===== src/rtl/sound_ctrl.sv =====
// sound_ctrl: 1-bit square-wave tone generator. While the synchronised
// enable is high it plays an 8-note C-major scale (C4..C5) in a loop.
// Each note lasts NOTE_LEN clocks. The output toggles every half[idx] clocks.
module sound_ctrl #(
    parameter int unsigned CLK_HZ   = 100_000_000,
    parameter int unsigned NOTE_LEN = 50_000_000,
    parameter int unsigned CNT_W    = 32
) (
    input  logic clk,
    input  logic rst,     // asynchronous, active low
    input  logic sw,      // asynchronous play enable
    output logic signal
);

    // Half-period in clocks for a tone of frequency f, floored, never below 1
    function automatic logic [CNT_W-1:0] half_of(input longint f);
        longint h;
        h = longint'(CLK_HZ) / (2 * f);
        if (h < 1) h = 1;
        return CNT_W'(h);
    endfunction

    localparam logic [CNT_W-1:0] HALF [8] = '{
        half_of(262), half_of(294), half_of(330), half_of(349),
        half_of(392), half_of(440), half_of(494), half_of(523)
    };

    localparam logic [CNT_W-1:0] NOTE_LAST = CNT_W'(NOTE_LEN - 1);

    logic             sw_m_q, sw_s_q;
    logic [CNT_W-1:0] phase_q, phase_d;
    logic [CNT_W-1:0] timer_q, timer_d;
    logic [2:0]       idx_q,   idx_d;
    logic             signal_q, signal_d;
    logic [CNT_W-1:0] half_cur;

    // Two-flop synchroniser for the board switch; no debounce
    always_ff @(posedge clk or negedge rst) begin
        if (!rst) begin
            sw_m_q <= 1'b0;
            sw_s_q <= 1'b0;
        end else begin
            sw_m_q <= sw;
            sw_s_q <= sw_m_q;
        end
    end

    // Next-state for phase, note timer, note index and output level
    always_comb begin
        half_cur = HALF[idx_q];
        phase_d  = phase_q;
        timer_d  = timer_q;
        idx_d    = idx_q;
        signal_d = signal_q;
        if (!sw_s_q) begin
            // Silent: everything parked so re-enable starts at note 0, low
            phase_d  = '0;
            timer_d  = '0;
            idx_d    = '0;
            signal_d = 1'b0;
        end else if (timer_q == NOTE_LAST) begin
            // Note boundary: restart the phase, hold the output level
            timer_d = '0;
            idx_d   = idx_q + 3'd1;
            phase_d = '0;
        end else begin
            timer_d = timer_q + 1'b1;
            if (phase_q == half_cur - 1'b1) begin
                phase_d  = '0;
                signal_d = ~signal_q;
            end else begin
                phase_d = phase_q + 1'b1;
            end
        end
    end

    // State registers; signal is a direct flop output
    always_ff @(posedge clk or negedge rst) begin
        if (!rst) begin
            phase_q  <= '0;
            timer_q  <= '0;
            idx_q    <= '0;
            signal_q <= 1'b0;
        end else begin
            phase_q  <= phase_d;
            timer_q  <= timer_d;
            idx_q    <= idx_d;
            signal_q <= signal_d;
        end
    end

    assign signal = signal_q;

endmodule


===== config.mk =====
export PLATFORM = sky130hd
export DESIGN_NAME = sound_ctrl
export DESIGN_NICKNAME = d
export VERILOG_FILES = /design/src/rtl/sound_ctrl.sv
export SDC_FILE = /design/constraint.sdc
export NUM_CORES = 1
export LEC_CHECK = 0
export ABC_CLOCK_PERIOD_IN_PS = 4000
export CORE_ASPECT_RATIO = 0.9
export CORE_MARGIN = 2
export CORE_UTILIZATION = 45
export DETAILED_ROUTE_END_ITERATION = 10
export DONT_BUFFER_PORTS = 1
export PLACE_DENSITY = 0.6
export SYNTH_ARGS = -nofsm -noshare
export SYNTH_HDL_FRONTEND = slang
export SYNTH_SLANG_ARGS = --single-unit

===== constraint.sdc =====
create_clock -name clk -period 4 [get_ports clk]
set_clock_uncertainty 0.15 [all_clocks]
set_input_delay 0.2 -clock clk [delete_from_list [all_inputs] [get_ports clk]]
set_output_delay 0.2 -clock clk [all_outputs]
set_load 0.02 [all_outputs]

==> results of run 1 <==
[synth_stat cells (all sizes together), types with 10 or more instances]
| library cell | number |
|---|---|
| nor4 | 10 |
| nand3 | 26 |
| nand4 | 17 |
| ha | 11 |
| xnor2 | 24 |
| dfrtp | 70 |
| nand2 | 28 |
| xor2 | 49 |
| nor2 | 71 |
| mux2i | 10 |
[worst reg2reg max path, stage by stage (launching register included)]
cell and delay [ns]:
dfrtp_1 0.57, inv_1 0.19, ha_1 0.25, a21oi_1 0.26, ha_1 0.31, xor2_1 0.20, xnor2_1 0.17, nand4_1 0.14
a2111oi_2 0.39, nand4_2 0.21, o21bai_4 0.35, buf_4 0.26, nor2_2 0.06
[path summary, 6_finish.rpt]
path                       startpoint          end  slack, ns  depth (start not counted)
hold / removal                 sw_m_q       sw_s_q       0.21                          0
hold reg to reg                sw_m_q       sw_s_q       0.21                          0
setup / recovery             idx_q[0]  phase_q[29]       0.39                         12
max in group asynchronous         rst   phase_q[2]       3.16                          2
setup reg to reg             idx_q[0]  phase_q[29]       0.39                         12
min in group asynchronous         rst   timer_q[9]       0.25                          2
[power groups by stage]
stage / logic (mW) / registers, mW / clock network (mW)
finish: 0.0494 / 0.721 / 0.649
global route: 0.0568 / 0.722 / 0.703
CTS: 0.0512 / 0.721 / 0.672
detailed placement: 0.0317 / 0.735 / 0
global placement: 0.0316 / 0.735 / 0
floorplan: 0.0264 / 0.733 / 0
[registers in the layout (all words and copies together), names as in the netlist]
name and flops:
sw_s_q 1, idx_q 3, timer_q 32, signal 1
sw_m_q 1, phase_q 32
[kinds of logic after synthesis]
| kind of cell | share of synthesized area (%) |
|---|---|
| AND/OR/NAND/NOR | 27.49 |
| XOR/XNOR | 15.44 |
| flip-flops | 42.30 |
| AO/OA/AOI/OAI | 5.710 |
| buffers and inverters | 3.051 |
| multiplexers | 2.689 |
| adder cells (fa/ha/maj) | 3.323 |
[layout make-up]
class	instances	area [sq um]	share of cell area [%]
Clock buffer	9	123.9	2.733
Clock inverter	7	102.6	2.263
Multi-Input combinational cell	332	2263	49.93
Sequential cell	70	1752	38.64
Timing Repair Buffer	9	105.1	2.319
Tap cell	122	152.6	3.367
Inverter	9	33.78	0.7452
[routing by layer]
metal	vias up	part of all wire [%]	track usage, %
met2	20	45	26.41
met3	4	1.5	3.281
met4	0	0.69	6.000
met1	1456	53	26.63
met5	-	0	0
li1	1476	-	-
==> impl_results.md, run 1 <==
* Status: finished clean
* Tcrit/Tclk final at 90.24%
* Worst EP arrival at 3.69 ns
* First-pass GRT wire length at 14.34 mm
* CTS max path bufs at 2
* Worst path top cell family by delay: compound AO/OA/AOI/OAI gates
* Core ar. at 0.009042 sq mm
* Slew @ Worst Pin at 0.7926 ns
* Number of I/O port buffers at 0
* Initial DRT Pass Iterations at 4
* Wirelength per Cell at about 14 um
* CP max stage cell: dfrtp_1
* Hold_buf cts at 3
* GRT Total Usage at 17.95%
* Most common cell after layout, fill and taps aside: dfrtp_1
* Grt total ovfl at 0
* Crit path launch type: flop
* Drt initial violations at 107
* Unrepaired setup endpoints after global routing: false
* Sequential area share after synthesis at 42.30%
* Placed cell count at 539
* Crit. End Element: flop
* Die X at 105.1 um
* Initial antenna violation count at 0
* Post-cts sizing count at 0
* CP max stage delay at 0.57 ns
* Area fraction of the dominant cell type after synthesis at 42.30%
* Total power at 1.419 mW
* Area grow syn2layout at 9.456%
* P_int at 1.087 mW
* Vias at 2956
* Slew headroom at 46.67%
* Switch Pwr at roughly 330 uW
* Hold Path Class: reg2reg
* Leakage dissipation at 1.808 nW
* Die height at 95.01 um
* Vias/cell at 5.297
* TNS Setup at 0 ns
* Worst path cell trace: inv_1 -> ha_1 -> a21oi_1 -> ha_1 -> xor2_1 -> xnor2_1 -> nand4_1 -> a2111oi_2 -> nand4_2 -> o21bai_4 -> buf_4 -> nor2_2
* Number of global-route vias before repair at 2902
* Worst-skew pair later-pin latency at around 0.35 ns
* Worst-path clk slew at 0.09 ns
* Maximum clock rate at roughly 0.28 GHz
* Mapped Area at around 0.0041 sq mm
* I/O pin cnt at 4
* WP data required at 4.08 ns
* Total Wirelength at 8.029 mm
* Final Worst Setup Slack at roughly 0.39 ns
* Antenna cells at 0
* Syn Area/Cell at 9.768 sq um
* Net Count, Synth at 438
* Filler Cell Count at roughly 820
* TritonCTS Buffers at 9
* CTS tree: done
* Post-DRT Antenna Nets at 0
* Clock power share at 45.7%
* Worst hold margin at 0.2125 ns
* Pins Over Slew Limit at 0
* GPL Wtd Cong at 0.8474
* Comb pwr share at 3.5%
* Layout cells sized above 1 at ~15%
* Number of synthesized flops with an enable pin at 0
* Cell area power density at 313.0 mW/mm^2
* Post-synth top flop: dfrtp_1
* Post-synth top area cell: dfrtp_1
* Post-CTS Setup Bufs at 0
* Final-report setup violation count at 0
* CP Max Fanout at 12
* Fin. Hold Viols at 0
* Remaining DRCs at 0
* CP most frequent cell: ha_1
* Clk sinks at 70
* Final net count at 445
* Maximum vdd drop at 0.1919 mV
* Synthesized flop and latch total at 70
* Syn. warnings at 0
* Fin area at 0.004533 sq mm
* DPL Wire Length at 5.570 mm
* Top cells by area, synth: dfrtp_1 (42%), xor2_1 (10%), xnor2_1 (5.1%), nor2_2 (4.5%), nor2_1 (3.7%)
* Layout Cells excl Fill at 558
* Pre-CTS WS at around 0.44 ns
* Initial Utilization at 45.80%
* Root Buffer: clkbuf_8
* Mapped Cells at between 400 and 500
* Row count at 33
* Pin count of the biggest net entering global routing at a little over 70
* Sequential power share at roughly half
* Sw Share at a little under a quarter
* Max-cap violations at 0
* CP Class: reg2reg
* Cell Area, Placed at 0.004259 sq mm
* CP Buf/Inv Count at 2
* Cell variety after synth at 51
* Die footprint at 0.009987 sq mm
* Most frequent cells in the layout: dfrtp_1 (70), xor2_1 (49), nor2_1 (41)
* Async set-reset flop share out of synthesis at 100.0%
* Period minus WS final at about 3.6 ns
* Final Util at 50.13%
* Htree depth at 3
Note: power is estimated with default switching activity, not from simulation.
==> inputs of run 2 (changes only) <==
--- a/config.mk
+++ b/config.mk
@@ -5,7 +5,8 @@
 export SDC_FILE = /design/constraint.sdc
 export NUM_CORES = 1
 export LEC_CHECK = 0
-export ABC_CLOCK_PERIOD_IN_PS = 4000
+export ABC_AREA = 1
+export ABC_CLOCK_PERIOD_IN_PS = 3500
 export CORE_ASPECT_RATIO = 0.9
 export CORE_MARGIN = 2
 export CORE_UTILIZATION = 45
==> constraint.sdc (replaced) <==
create_clock -name clk -period 3.5 [get_ports clk]
set_clock_uncertainty 0.15 [all_clocks]
set_input_delay 0.175 -clock clk [delete_from_list [all_inputs] [get_ports clk]]
set_output_delay 0.175 -clock clk [all_outputs]
set_load 0.02 [all_outputs]
==> run 2 against run 1 <==
  * Sequential share of layout area shrank 2.7 points
  * Maximum frequency grew 22%
  * Sequential power grew 16%
  * First-iteration DRC count grew 110%
  * Setup slack gained 0.14 ns
  * Critical endpoint is now phase_q[11]
  * Largest cell class unchanged
==> impl_results.md, run 2 <==
* Die height at 99.05 um
* CP max stage cell: dfrtp_1
* Antenna cells at 0
* Top cells by area, synth: dfrtp_1 (39%), nand2_1 (11%), nor2_1 (9.0%), inv_1 (7.6%), xor2_1 (5.0%)
* Core ar. at 0.009699 sq mm
* Post-synth top area cell: dfrtp_1
* Tcrit/Tclk final at 84.84%
* TritonCTS Buffers at 9
* Worst-path clk slew at 0.07 ns
* Syn. warnings at 0
* Period minus WS final at 2.969 ns
* Top cells by count, synth: nand2_1 (131), nor2_1 (108), inv_1 (91)
* Mapped Cells at 632
* Post-DRT Antenna Nets at 0
* DPL Wire Length at a little under 8 mm
* Htree depth at 3
* Hold Path Class: in2async
* Pins Over Slew Limit at 0
* Post-CTS Setup Bufs at 0
* Maximum vdd drop at 0.2021 mV
* Async set-reset flop share out of synthesis at between 90% and 100%
* Largest registers: phase_q (32), timer_q (32), idx_q (3)
* Layout Cells excl Fill at 768
* Placed cell count at 749
* Number of I/O port buffers at 0
* Vias/cell at about 5
* GPL Wtd Cong at about 0.95
* Net Count, Synth at roughly 650
* Unrepaired setup endpoints after global routing: false
* GRT Total Usage at 21.42%
* Leakage dissipation at about 2.1 nW
* Remaining DRCs at 0
* Layout cells sized above 1 at under 10%
* Final-report setup violation count at 0
* First-pass GRT wire length at 18.10 mm
* Max-cap violations at 0
* Die X at 109.6 um
* Cell area power density at 358.7 mW/mm^2
* Cell variety after synth at 34
* Maximum clock rate at about 0.34 GHz
* Total power at about 1.7 mW
* Final net count at 651
* Number of global-route vias before repair at 3752
* WP data required at 3.58 ns
* Fin area at a little under 0.005 sq mm
* Most frequent cell after synthesis: nand2_1
* Slew @ Worst Pin at 0.6039 ns
* Most frequent cells in the layout: nand2_1 (131), nor2_1 (108), inv_1 (91)
* CTS tree: done
* Most common cell after layout, fill and taps aside: nand2_1
* Sequential area share after synthesis at 38.78%
* CTS max path bufs at 2
* Crit. End Element: flop
* Filler Cell Count at 961
* Number of synthesized flops with an enable pin at 0
* Worst path cell trace: inv_1 -> ha_1 -> nand2_1 -> inv_1 -> nor2_1 -> ha_1 -> nand2_1 -> nor2_1 -> nand2_1 -> inv_1 -> nand2_1 -> nand3_1 -> nand3_1 -> nor2_1 -> nand2_2 -> nand2_4 -> nor2_1
* Worst-skew pair later-pin latency at between 0.3 and 0.4 ns
* CP max stage delay at approximately 0.48 ns
* Post-synth top flop: dfrtp_1
* Root Buffer: clkbuf_8
* Slew headroom at about 59%
* Area fraction of the dominant cell type after synthesis at 38.78%
* Grt total ovfl at 0
* CP Class: reg2reg
* CP Max Fanout at 21
* I/O pin cnt at 4
* Initial antenna violation count at 0
* Initial Utilization at a little under half
* Syn Area/Cell at 7.147 sq um
* Synthesized flop and latch total at 70
* Worst EP arrival at 3.05 ns
* Vias at about 3900
* Wirelength per Cell at 13.76 um
* Die footprint at roughly 0.011 sq mm
* Total Wirelength at 10.57 mm
* TNS Setup at 0 ns
* Status: finished clean
* Multi-input gate area at 0.002354 sq mm
* Cell Area, Placed at 0.004619 sq mm
* Pin count of the biggest net entering global routing at 71
* Crit path launch type: flop
* Row count at 34
* Fin. Hold Viols at 0
* Drt initial violations at 225
* Initial DRT Pass Iterations at 5
* Clk sinks at 70
* Reg area at 0.001752 sq mm
* Area grow syn2layout at 7.950%
* Mapped Area at 0.004517 sq mm
[run 2: changes by cell type after synthesis, moves of 9 or more]
cell,before,now
nand2_1,28,131
inv_1,9,91
nor2_1,41,108
xor2_1,49,26
nor3_1,8,27
xnor2_1,24,5
nand3_1,26,44
nor2_2,30,12
a21oi_1,4,18
mux2i_1,10,0
nor3_2,1,10
[run 2: what timing repair did]
item | CTS | global route
hold buffers | 3 | 0
endpoints found under the hold margin | 71 | 0
gates resized for setup | 0 | 0
[run 2: critical path, delay by kind of cell, from the launching register on]
family	cells	cell delay, ns
flops	1	0.48
fa+ha+maj	2	0.45
buf+inv	3	0.29
simple gates	12	1.48
[run 2: per-stage QoR]
| step | hold slack, ns | setup WS (ns) | utilization [%] |
|---|---|---|---|
| 2_1_floorplan | -0.2706 | 0.9431 | - |
| 3_3_place_gp | -0.2690 | 0.6698 | 47.63 |
| 3_5_place_dp | -0.2678 | 0.5688 | 47.63 |
| 4_1_cts | 0.2033 | 0.5483 | 50.27 |
| 5_1_grt | 0.1987 | 0.1840 | 50.27 |
| 6_report | 0.2223 | 0.5307 | 50.27 |
[run 2: layout make-up]
class,count,area share (%)
Tap cell,126,3.233
Multi-Input combinational cell,459,48.27
Inverter,93,7.159
Sequential cell,70,35.93
Timing Repair Buffer,4,1.129
Clock buffer,11,3.105
Clock inverter,5,1.180
[run 2: layer usage]
layer,GRT usage (%),wire [um],vias up
met5,0,0,-
met2,32.38,4668,65
met4,5.940,101,0
met3,4.563,475,7
met1,30.96,5324,1850
li1,-,-,2022
[run 2: kinds of logic (layout without fill, tap and decap cells)]
logic type               Yosys count  after routing  synth area share [%]
buffers and inverters            103            113                 9.113
flip-flops                        70             70                 38.78
adder cells (fa/ha/maj)           11             11                 3.047
XOR/XNOR                          31             31                 6.011
AO/OA/AOI/OAI                     39             39                 4.571
AND/OR/NAND/NOR                  378            378                 38.48
[run 2: report_power, final]
part	leakage (nW)	internal, mW	switching [mW]
logic	1.06	0.0690	0.157
registers	0.966	0.819	0.0170
clock network	0.0976	0.366	0.321
total	2.12	1.25	0.495
[run 2: worst paths after layout]
path	cells past startpoint	slack, ns	startpoint	to
setup / recovery	17	0.53	idx_q[0]	phase_q[11]
hold / removal	2	0.22	rst	phase_q[1]
setup reg to reg	17	0.53	idx_q[0]	phase_q[11]
hold reg to reg	0	0.22	sw_m_q	sw_s_q
max in group asynchronous	2	2.66	rst	timer_q[21]
min in group clk	0	0.22	sw_m_q	sw_s_q
==> inputs of run 3 (changes only) <==
--- a/config.mk
+++ b/config.mk
@@ -6,7 +6,7 @@
 export NUM_CORES = 1
 export LEC_CHECK = 0
 export ABC_AREA = 1
-export ABC_CLOCK_PERIOD_IN_PS = 3500
+export ABC_CLOCK_PERIOD_IN_PS = 3000
 export CORE_ASPECT_RATIO = 0.9
 export CORE_MARGIN = 2
 export CORE_UTILIZATION = 45
==> constraint.sdc (replaced) <==
create_clock -name clk -period 3 [get_ports clk]
set_clock_uncertainty 0.15 [all_clocks]
set_input_delay 0.15 -clock clk [delete_from_list [all_inputs] [get_ports clk]]
set_output_delay 0.15 -clock clk [all_outputs]
set_load 0.02 [all_outputs]
==> run 3 against run 2 <==
  * Non-clock buffer count rose by 1
  * Die area did not move
  * Sequential cell count did not move
  * Combinational power rose by 18%
  * Critical path type unchanged
  * Critical endpoint is now phase_q[8]
  * Largest power group unchanged
==> impl_results.md, run 3 (synthesis results as in run 2) <==
* Cell Area, Placed at 0.004627 sq mm
* Worst path top cell family by delay: simple AND/OR/NAND/NOR gates
* Pins Over Slew Limit at 0
* Initial Utilization at 46.57%
* CP max stage delay at between 0.3 and 0.4 ns
* Maximum vdd drop at ~0.25 mV
* Unrepaired setup endpoints after global routing: false
* I/O pin cnt at 4
* Worst path cell trace: inv_1 -> ha_1 -> nand2_1 -> inv_1 -> nor2_1 -> ha_1 -> inv_1 -> nand2_1 -> nand2_1 -> nand2_1 -> inv_1 -> nand3_1 -> nor2_1 -> nand3_1 -> nor2_1 -> nand3_1 -> nor2_2 -> nand2_2 -> nand2_8 -> nor2_1
* Fin. Hold Viols at 0
* Post-CTS Setup Bufs at 0
* Wirelength per Cell at 13.67 um
* Final Worst Setup Slack at 0.3066 ns
* Area grow syn2layout at 8.587%
* Pre-CTS WS at around 0.18 ns
* First-pass GRT wire length at 18.26 mm
* Core ar. at 0.009699 sq mm
* Pin count of the biggest net entering global routing at 71
* Worst-skew pair later-pin latency at 0.36 ns
* Comb pwr share at 13.1%
* Routed length on met2 at 4.794 mm
* Antenna cells at 0
* Maximum clock rate at around 0.37 GHz
* GPL Wtd Cong at approximately 0.9
* Met3 WL at 534 um
* Max-cap violations at 0
* GRT Total Usage at 21.43%
* Most frequent cells in the layout: nand2_1 (131), nor2_1 (106), inv_1 (90)
* Post-DRT Antenna Nets at 0
* Drt initial violations at 247
* Final net count at approximately 650
* Leakage dissipation at 2.125 nW
* Most common cell after layout, fill and taps aside: nand2_1
* Tcrit/Tclk final at 89.78%
* Htree depth at 3
* Remaining DRCs at 0
* CTS tree: done
* Number of global-route vias before repair at 3809
* Initial DRT Pass Iterations at 5
* Worst EP arrival at 2.79 ns
* Crit path launch type: flop
* Die X at approximately 110 um
* Sequential power share at 47.7%
* Initial antenna violation count at 0
* DPL Wire Length at 7.854 mm
* Largest registers: phase_q (32), timer_q (32), idx_q (3)
* TNS Setup at 0 ns
* Worst-path clk slew at 0.08 ns
* Slew headroom at 56.37%
* Hold Path Class: in2async
* Die height at 99.05 um
* DR top layer: met4
* Grt total ovfl at 0
* Number of I/O port buffers at 0
* Clock power share at 39.2%
* P_int at 1.466 mW
* Clk sinks at 70
* WP data required at 3.09 ns
* Cell area power density at about 420 mW/mm^2
* M1 WL at 5.059 mm
* Sw Share at 28.18%
* Slew @ Worst Pin at between 0.6 and 0.7 ns
* Die footprint at between 0.01 and 0.015 sq mm
* Fin area at 0.004905 sq mm
* Vias at 4018
* Layout cells sized above 1 at 9.331%
* CP Class: reg2reg
* Total Wirelength at approximately 11 mm
* Vias/cell at around 5.2
* Row count at 34
* TritonCTS Buffers at 9
* Switch Pwr at 575.2 uW
* Root Buffer: clkbuf_8
* CTS max path bufs at 2
* Period minus WS final at 2.693 ns
* CP max stage cell: dfrtp_1
* CP Buf/Inv Count at 4
* Status: finished clean
* CP Max Fanout at 21
* Crit. End Element: flop
* Final-report setup violation count at 0
[run 3: layer usage]
layer,global-route usage [%],vias up
met5,0,-
li1,-,2023
met3,4.762,12
met4,6.524,0
met1,30.63,1879
met2,32.34,104
[run 3: worst register-to-register path: cells and delay by family (launching register included)]
kind / cells / cell delay [ns]
simple gates: 14 / 1.20
fa+ha+maj: 2 / 0.50
flops: 1 / 0.38
buf+inv: 4 / 0.37
[run 3: metrics by stage]
stage               util (%)  hold WS, ns  std cells  power, mW
floorplan                  -      -0.2956        632      1.178
global placement       47.70      -0.2939        750      1.230
detailed placement     47.70      -0.2942        750      1.229
CTS                    50.35       0.1753        769      2.064
global route           50.57       0.1839        769      2.157
finish                 50.57       0.1932        769      2.041
[run 3: cell type report]
type | count | area (sq um)
Clock inverter | 5 | 57.56
Timing Repair Buffer | 5 | 62.56
Multi-Input combinational cell | 459 | 2374
Sequential cell | 70 | 1753
Clock buffer | 11 | 151.4
Tap cell | 126 | 157.7
Inverter | 93 | 349.1
Fill cell | 949 | 4795
[run 3: power groups by stage]
stage / sequential [mW] / clock, mW / combinational [mW]
floorplan: 0.986 / 0 / 0.192
global placement: 0.991 / 0 / 0.239
detailed placement: 0.992 / 0 / 0.237
CTS: 0.973 / 0.827 / 0.265
global route: 0.977 / 0.869 / 0.311
finish: 0.974 / 0.801 / 0.267
[run 3: final timing paths]
kind	endpoint	slack, ns	depth (start not counted)	startpoint
max in group asynchronous	idx_q[1]	2.19	2	rst
max reg2reg	phase_q[8]	0.31	20	idx_q[0]
max	phase_q[8]	0.31	20	idx_q[0]
min reg2reg	sw_s_q	0.20	0	sw_m_q
min	phase_q[6]	0.19	2	rst
min in group clk	sw_m_q	0.20	1	sw
[run 3: timing repair]
| item | in CTS | in global routing |
|---|---|---|
| hold buffers | 3 | 0 |
| hold endpoints to repair | 71 | 0 |
| gates resized for setup | 0 | 6 |
| setup endpoints to repair | 0 | 24 |
